## src/rtl/life_ctrl_pkg.sv

```systemverilog
// Shared constants for the life_array_8x8 sequencer: FSM encodings and the
// board-to-word geometry (64 cells moved as four 16-bit words).
package life_ctrl_pkg;

  localparam int LIFE_WORDS  = 4;
  localparam int LIFE_SEL_W  = 2;
  localparam int LIFE_WORD_W = 16;

  typedef logic [1:0] state_t;

  localparam state_t ST_IDLE = 2'd0;
  localparam state_t ST_LOAD = 2'd1;
  localparam state_t ST_RUN  = 2'd2;
  localparam state_t ST_DUMP = 2'd3;

endpackage

```

## src/rtl/life_step_timer.sv

```systemverilog
// Period down-counter: load sets it to period-1, it counts down while enabled
// and raises tick while the count sits at zero.
module life_step_timer #(
  parameter int PER_W = 16
) (
  input  logic             clk,
  input  logic             reset,
  input  logic             load,
  input  logic             enable,
  input  logic [PER_W-1:0] period,
  output logic             tick
);

  logic [PER_W-1:0] count;

  always_ff @(posedge clk) begin
    if (!reset) begin
      count <= '0;
    end else if (load) begin
      count <= period - PER_W'(1);
    end else if (enable && (count != '0)) begin
      count <= count - PER_W'(1);
    end
  end

  assign tick = (count == '0);

endmodule

```

## src/rtl/life_array_ctrl.sv

```systemverilog
// Sequencer for life_array_8x8: loads a board from the host, runs a number of
// generations at a programmed step period, then streams the board back.
module life_array_ctrl
  import life_ctrl_pkg::*;
#(
  parameter int GEN_W  = 16,
  parameter int PER_W  = 16,
  parameter int WORD_W = LIFE_WORD_W
) (
  input  logic              clk,
  input  logic              reset,
  input  logic              start,
  input  logic              load_en,
  input  logic              abort,
  input  logic [GEN_W-1:0]  gens,
  input  logic [PER_W-1:0]  period,
  input  logic [WORD_W-1:0] in_data,
  input  logic              in_valid,
  output logic              in_ready,
  output logic [WORD_W-1:0] out_data,
  output logic              out_valid,
  input  logic              out_ready,
  output logic              busy,
  output logic              done,
  output logic [GEN_W-1:0]  gen_count,
  output logic [WORD_W-1:0] arr_vali,
  output logic [1:0]        arr_vali_sel,
  output logic              arr_write_enb,
  output logic [1:0]        arr_valo_sel,
  input  logic [WORD_W-1:0] arr_valo,
  output logic              arr_step
);

  localparam logic [LIFE_SEL_W-1:0] LAST_WORD = LIFE_SEL_W'(LIFE_WORDS - 1);

  state_t                state;
  logic [LIFE_SEL_W-1:0] widx;
  logic [GEN_W-1:0]      gens_q;
  logic [PER_W-1:0]      period_q;
  logic [PER_W-1:0]      per_eff;
  logic [GEN_W:0]        issued;
  logic                  start_ok, load_hs, dump_hs;
  logic                  enter_run, pulse_due, run_done, tick, tmr_load;

  assign busy          = (state != ST_IDLE);
  assign in_ready      = (state == ST_LOAD);
  assign out_valid     = (state == ST_DUMP);
  assign arr_vali      = in_data;
  assign arr_vali_sel  = widx;
  assign arr_valo_sel  = widx;
  assign out_data      = arr_valo;
  assign arr_write_enb = in_ready && in_valid && !abort;
  assign load_hs       = arr_write_enb;
  assign dump_hs       = out_valid && out_ready && !abort;
  assign start_ok      = (state == ST_IDLE) && start && !abort;

  // In IDLE the period port is still the live value, afterwards the latched copy.
  assign per_eff = (state == ST_IDLE) ? ((period == '0) ? PER_W'(1) : period) : period_q;

  // Pulses already counted plus the one currently on arr_step.
  assign issued    = {1'b0, gen_count} + {{GEN_W{1'b0}}, arr_step};
  assign enter_run = (start_ok && !load_en && (gens != '0)) ||
                     (load_hs && (widx == LAST_WORD) && (gens_q != '0));
  assign pulse_due = (state == ST_RUN) && tick && (issued < {1'b0, gens_q}) && !abort;
  assign run_done  = (state == ST_RUN) && !arr_step && (gen_count == gens_q);
  assign tmr_load  = enter_run || pulse_due;

  life_step_timer #(.PER_W(PER_W)) u_timer (
    .clk    (clk),
    .reset  (reset),
    .load   (tmr_load),
    .enable (state == ST_RUN),
    .period (per_eff),
    .tick   (tick)
  );

  always_ff @(posedge clk) begin
    if (start_ok) begin
      gens_q   <= gens;
      period_q <= (period == '0) ? PER_W'(1) : period;
    end
  end

  always_ff @(posedge clk) begin
    if (!reset) begin
      state     <= ST_IDLE;
      widx      <= '0;
      gen_count <= '0;
      arr_step  <= 1'b0;
      done      <= 1'b0;
    end else begin
      arr_step <= 1'b0;
      done     <= 1'b0;
      if (abort) begin
        state <= ST_IDLE;
        widx  <= '0;
      end else begin
        case (state)
          ST_IDLE: if (start) begin
            gen_count <= '0;
            widx      <= '0;
            arr_step  <= enter_run;
            state     <= load_en ? ST_LOAD : ((gens != '0) ? ST_RUN : ST_DUMP);
          end
          ST_LOAD: if (load_hs) begin
            widx <= widx + LIFE_SEL_W'(1);
            if (widx == LAST_WORD) begin
              arr_step <= enter_run;
              state    <= (gens_q != '0) ? ST_RUN : ST_DUMP;
            end
          end
          ST_RUN: begin
            if (arr_step && (gen_count < gens_q)) gen_count <= gen_count + GEN_W'(1);
            if (pulse_due) arr_step <= 1'b1;
            // One quiet cycle after the final pulse lets the array settle.
            if (run_done) state <= ST_DUMP;
          end
          ST_DUMP: if (dump_hs) begin
            widx <= widx + LIFE_SEL_W'(1);
            if (widx == LAST_WORD) begin
              done  <= 1'b1;
              state <= ST_IDLE;
            end
          end
          default: state <= ST_IDLE;
        endcase
      end
    end
  end

endmodule

```

## config.mk

```make
export PLATFORM = sky130hd
export DESIGN_NAME = life_array_ctrl
export DESIGN_NICKNAME = d
export VERILOG_FILES = /design/src/rtl/life_ctrl_pkg.sv /design/src/rtl/life_step_timer.sv /design/src/rtl/life_array_ctrl.sv
export SDC_FILE = /design/constraint.sdc
export NUM_CORES = 1
export LEC_CHECK = 0
export ABC_AREA = 1
export CAP_MARGIN = 10
export CORE_MARGIN = 4
export CORE_UTILIZATION = 35
export CTS_CLUSTER_SIZE = 12
export DETAILED_ROUTE_END_ITERATION = 6
export HOLD_SLACK_MARGIN = 0.06
export PLACE_DENSITY = 0.57
export SYNTH_ARGS = -nofsm -noshare
export SYNTH_HDL_FRONTEND = slang
export SYNTH_HIERARCHICAL = 1
export SYNTH_SLANG_ARGS = --single-unit
```

## constraint.sdc

```tcl
create_clock -name clk -period 5.35 [get_ports clk]
set_input_delay 0.8025 -clock clk [delete_from_list [all_inputs] [get_ports clk]]
set_output_delay 0.8025 -clock clk [all_outputs]
set_load 0.005 [all_outputs]
```

==> flow_summary.json, run 1 <==
{
  "final_antenna_net_count": 0,
  "antenna_found_initial": 0,
  "io_buffer_count": 64,
  "cap_violations": 0,
  "clk_pin_slew_ns": 0.06,
  "critPathMaxFanout": 24,
  "fillers": 1694,
  "cts_max_path_buffers": 2,
  "via_count": 4747,
  "grt_max_degree": 34,
  "drt-initial-drc-count": 253,
  "crit_buf_inv": 4,
  "hp-class": "register to register",
  "max_freq_ghz": 0.233,
  "ys_ff_latch": 70,
  "chipWidth_um": 135,
  "die-area_um2": 18200,
  "path_class": "register to register",
  "final_cell_mix": "191 x nand2_1, 94 x inv_1, 91 x nor2_1, 64 x clkdlybuf4s50_1, 47 x nand3_1",
  "numCtsBuffers": 9,
  "cts_tree": "yes",
  "postRouteWirelength_um": 14400,
  "antenna_cells": 0,
  "core_um2": 15800,
  "syn_area_um2": 5640,
  "postSynthCellCount": 791,
  "drive_above_1_share_pct": 10.9,
  "grt_pass1_vias": 4681,
  "vias_per_cell": 4.65,
  "dpl.hpwl_um": 11200,
  "cts_resized": 0,
  "std_cell_rows": 46,
  "cts_htree_levels": 3,
  "die_y_um": 135,
  "track_usage_pct": 16.7,
  "powerDensity_nw_per_um2": 275,
  "required_ns": 5.59,
  "fin_skew_ns": 0.00940,
  "finalNonFillerCells": 1021,
  "start_util_pct": 35.6,
  "dp.cells": 1005,
  "whs_ns": 0.462,
  "ys_warn_count": 6,
  "slew_violations": 0,
  "cts_setup_buffers": 0,
  "p_leak_nw": 2.91,
  "clock-sinks": 70,
  "syn_nets": 902,
  "hold_viol_final": 0,
  "start_kind": "register",
  "outcome": "complete, no violations",
  "rsz0062_at_grt": "false",
  "remaining_drc_errors": 0,
  "worst_pin_slew_ns": 0.726,
  "finalCritPeriodShare_pct": 80.1,
  "arrival_ns": 4.53,
  "dr.pass1.iters": 4,
  "synth_cell_types": 40,
  "cp_slowest_cell": "dfxtp_1",
  "critPathMostFrequentCell": "nand2_1",
  "peakVddDrop_mv": 0.148,
  "path_delay_family": "simple AND/OR/NAND/NOR gates",
  "final_common_cell": "nand2_1",
  "synth_edf_count": 32,
  "setup_violations": 0,
  "clk_latency_ns": 0.35,
  "synth.avg_cell_area_um2": 7.13,
  "slew_headroom_pct": 51.6,
  "synth-seq-area-share_pct": 30.5,
  "overflow": 0,
  "placed_cell_area_um2": 6130,
  "cpPeakStageDelay_ns": 0.42,
  "wl_per_cell_um": 14.1,
  "gp_congestion": 0.909,
  "nets": 911,
  "grt_pass1_wl_um": 24200,
  "synthArstFlopShare_pct": 0,
  "endpoint_kind": "register",
  "period_minus_slack_ns": 4.28,
  "ioPinCount": 129,
  "cts-root-buf": "clkbuf_16",
  "area_growth_pct": 14.2,
  "synthFlopType": "dfxtp_1",
  "postCtsHoldBufs": 0,
  "fin_setup_tns_ns": 0,
  "power.total_mw": 1.77,
  "design_area_um2": 6440
}
per-stage QoR:
stage | setup WS (ns) | util (%)
finish | 1.07 | 40.7
global route | 0.564 | 40.7
CTS | 1.07 | 40.7
detailed placement | 1.10 | 38.7
global placement | 1.22 | 38.7
floorplan | 1.48 | -
metal layers:
layer	routed length (µm)	up-vias	GRT usage, %
met2	6810	82	27.6
li1	-	2496	-
met3	508	14	2.50
met5	0	-	0
met4	266	0	6.72
met1	6800	2155	22.0
area by class of cell:
type	count	area [µm²]	share of cell area, %
Multi-Input combinational cell	556	3110	48.3
Sequential cell	70	1720	26.7
Timing Repair Buffer	67	663	10.3
Inverter	96	360	5.60
Tap cell	216	270	4.20
Clock buffer	9	225	3.50
Clock inverter	7	88.8	1.38
Yosys cell counts, drive strengths merged, types with 2 or more instances:
| master | number | area share [%] |
|---|---|---|
| clkbuf | 25 | 1.7 |
| nand2 | 228 | 17 |
| nor2 | 106 | 8.1 |
| a21oi | 37 | 3.9 |
| o21ai | 22 | 2.2 |
| xnor2 | 7 | 1.1 |
| nand3b | 2 | 0.27 |
| nor4 | 9 | 1.0 |
| dfxtp | 38 | 13 |
| buf | 44 | 6.4 |
| ha | 40 | 8.9 |
| edfxtp | 32 | 17 |
| inv | 96 | 6.4 |
| xor2 | 25 | 3.9 |
| nand3 | 49 | 4.5 |
| nor3 | 6 | 0.73 |
| o21a | 2 | 0.27 |
| nand4 | 16 | 1.8 |
kinds of logic (layout without fill, tap and decap cells):
group | Yosys count | count (layout) | synth area share [%]
AND/OR/NAND/NOR | 418 | 418 | 34.0
buffers and inverters | 165 | 179 | 14.5
flip-flops | 70 | 70 | 30.5
AO/OA/AOI/OAI | 65 | 65 | 6.99
adder cells (fa/ha/maj) | 40 | 40 | 8.87
XOR/XNOR | 32 | 32 | 4.97
multiplexers | 1 | 1 | 0.177
registers in the layout, summed over array words and instances, names as in the netlist:
name,count
gens_q,16
period_q,16
u_timer/count,16
arr_step,1
arr_vali_sel,2
done,1
state,2
gen_count,16
where the power goes:
| part | switching, mW | internal [mW] | leakage, nW |
|---|---|---|---|
| clock network | 0.248 | 0.405 | 0.149 |
| logic | 0.317 | 0.176 | 2.15 |
| registers | 0.0239 | 0.599 | 0.607 |
| total | 0.589 | 1.18 | 2.91 |
worst reg2reg max path: cells and delay by family (launching register included):
family	cells	cell delay, ns
and+or+nand+nor	18	1.89
adders and majority gates	4	0.91
buffers and inverters	4	0.54
DFF	1	0.42
AOI/OAI and AO/OA	2	0.25
xor gates and xnor gates	1	0.14
final timing paths:
path	startpoint	end	slack, ns	cells past startpoint
worst max-delay path	gen_count[0]$_SDFFE_PN0P_	u_timer/count[10]$_SDFFE_PN0P_	1.07	29
worst min-delay path	u_timer/count[2]$_SDFFE_PN0P_	u_timer/count[2]$_SDFFE_PN0P_	0.46	2
worst max register to register	gen_count[0]$_SDFFE_PN0P_	u_timer/count[10]$_SDFFE_PN0P_	1.07	29
worst min register to register	u_timer/count[2]$_SDFFE_PN0P_	u_timer/count[2]$_SDFFE_PN0P_	0.46	2
(Power assumes the default switching activity.)
==> inputs of run 2 (changes only) <==
- clock period: 5.35 -> 3.95 ns (I/O delays scaled with it)
==> flow_summary.json, run 2 (same netlist as run 1, synthesis figures left out) <==
{
  "start_util_pct": 35.6,
  "overflow": 0,
  "cap_violations": 0,
  "powerDensity_nw_per_um2": 361,
  "setup_violations": 0,
  "cts_htree_levels": 3,
  "period_minus_slack_ns": 3.56,
  "max_freq_ghz": 0.281,
  "chipWidth_um": 135,
  "outcome": "complete, no violations",
  "arrival_ns": 3.80,
  "die-area_um2": 18200,
  "design_area_um2": 6680,
  "slew_violations": 0,
  "cts-root-buf": "clkbuf_16",
  "die_y_um": 135,
  "drive_above_1_share_pct": 14.2,
  "io_buffer_count": 64,
  "area_growth_pct": 18.4,
  "std_cell_rows": 46,
  "p_leak_nw": 3.05,
  "critPathMaxFanout": 17,
  "gp_congestion": 0.912,
  "worst_pin_slew_ns": 0.653,
  "peakVddDrop_mv": 0.431,
  "track_usage_pct": 16.6,
  "drt-initial-drc-count": 234,
  "switching_share_pct": 32.6,
  "switchingPower_mw": 0.784,
  "cp_slowest_cell": "dfxtp_1",
  "remaining_drc_errors": 0,
  "clk_latency_ns": 0.34,
  "critPathMostFrequentCell": "nand2_1",
  "antenna_found_initial": 0,
  "dr.pass1.iters": 4,
  "grt_pass1_vias": 4692,
  "antenna_cells": 0,
  "finalCritPeriodShare_pct": 90.1,
  "fillers": 1667,
  "hold_viol_final": 0,
  "placed_cell_area_um2": 6330,
  "rsz0062_at_grt": "false",
  "grt_pass1_wl_um": 23800,
  "cpPeakStageDelay_ns": 0.33,
  "utilization_pct": 42.2,
  "wl_per_cell_um": 13.9,
  "final_antenna_net_count": 0,
  "p_clk_share_pct": 35.6,
  "whs_ns": 0.459,
  "required_ns": 4.19,
  "power_frac_seq_pct": 35.0,
  "cts_max_path_buffers": 2,
  "fin_setup_tns_ns": 0,
  "cts_tree": "yes",
  "numCtsBuffers": 9,
  "start_kind": "register",
  "crit_buf_inv": 6,
  "hp-class": "register to register",
  "clk_pin_slew_ns": 0.06,
  "postCtsHoldBufs": 0,
  "final_cell_mix": "187 x nand2_1, 94 x inv_1, 89 x nor2_1, 64 x clkdlybuf4s50_1, 47 x nand3_1",
  "grt_max_degree": 34,
  "core_um2": 15800,
  "vias_per_cell": 4.62,
  "final_common_cell": "nand2_1",
  "fin_skew_ns": 0.00637,
  "endpoint_kind": "register",
  "path_class": "register to register",
  "clock-sinks": 70,
  "path_delay_family": "simple AND/OR/NAND/NOR gates",
  "dpl.hpwl_um": 11500,
  "comb_power_share_pct": 29.4,
  "postRouteWirelength_um": 14500,
  "via_count": 4833,
  "p_int_mw": 1.62,
  "ioPinCount": 129,
  "slew_headroom_pct": 56.4,
  "nets": 936
}
## run 2: cell count changes in the layout (fill, tap and decap cells not counted)
cell,before,now
buf_4,3,26
nand2_1,191,187
nand2_2,32,35
buf_12,0,2
clkbuf_1,0,2
clkinvlp_4,2,0
nor2_1,91,89
nor2_2,9,11
ha_1,40,39
ha_4,0,1
nand2_4,5,6
## run 2: final cells by class
type / instances / area, µm² / area share (%)
timing repair buffer: 92 / 876 / 13.1
inverter: 96 / 360 / 5.40
sequential: 70 / 1720 / 25.8
clock inverter: 5 / 73.8 / 1.11
tap: 216 / 270 / 4.05
multi-input combinational: 556 / 3140 / 47.1
clock buffer: 11 / 233 / 3.49
## run 2: worst reg2reg max path, delay by kind of cell (launching register included)
| family | cells | cell delay [ns] |
|---|---|---|
| xor gates and xnor gates | 1 | 0.17 |
| DFF | 1 | 0.33 |
| and+or+nand+nor | 19 | 1.73 |
| buffers and inverters | 6 | 0.59 |
| adders and majority gates | 3 | 0.66 |
## run 2: through the flow
stage / instances / power, mW / setup slack (ns)
after floorplan: 791 / 1.39 / 0.173
after CTS: 1045 / 2.43 / 0.184
after global placement: 1029 / 1.55 / 0.240
after detailed placement: 1029 / 1.55 / 0.206
final: 1046 / 2.41 / 0.392
after global routing: 1046 / 2.56 / 0.00586
## run 2: what timing repair did
action | 4_1_cts | 5_1_grt
endpoints found under the setup margin | 0 | 14
resized for setup | 0 | 9
buffers inserted | 0 | 1
## run 2: final timing paths
path	startpoint	to	slack [ns]	cells past startpoint
worst max-delay path	gen_count[0]$_SDFFE_PN0P_	u_timer/count[11]$_SDFFE_PN0P_	0.39	29
worst min-delay path	u_timer/count[2]$_SDFFE_PN0P_	u_timer/count[2]$_SDFFE_PN0P_	0.46	2
worst max register to register	gen_count[0]$_SDFFE_PN0P_	u_timer/count[11]$_SDFFE_PN0P_	0.39	29
worst min register to register	u_timer/count[2]$_SDFFE_PN0P_	u_timer/count[2]$_SDFFE_PN0P_	0.46	2
## run 2: layer usage
metal	track usage [%]	vias up	share of wire, %
met1	20.6	2178	46
met2	28.4	89	48
li1	-	2552	-
met4	6.05	0	1.6
met5	0	-	0
met3	3.39	14	4.3
## run 2: power groups by stage
stage               Sequential, mW  Combinational, mW  Clock (mW)
floorplan                    0.849              0.539           0
global placement             0.858              0.696           0
detailed placement           0.858              0.695           0
CTS                          0.843              0.701       0.883
global route                 0.849              0.801       0.912
finish                       0.843              0.707       0.857
==> inputs of run 3 (changes only) <==
- CTS_CLUSTER_SIZE: 12 -> not set
==> results of run 3 <==
The final DEF is identical to that of run 2; final timing and power are the same.
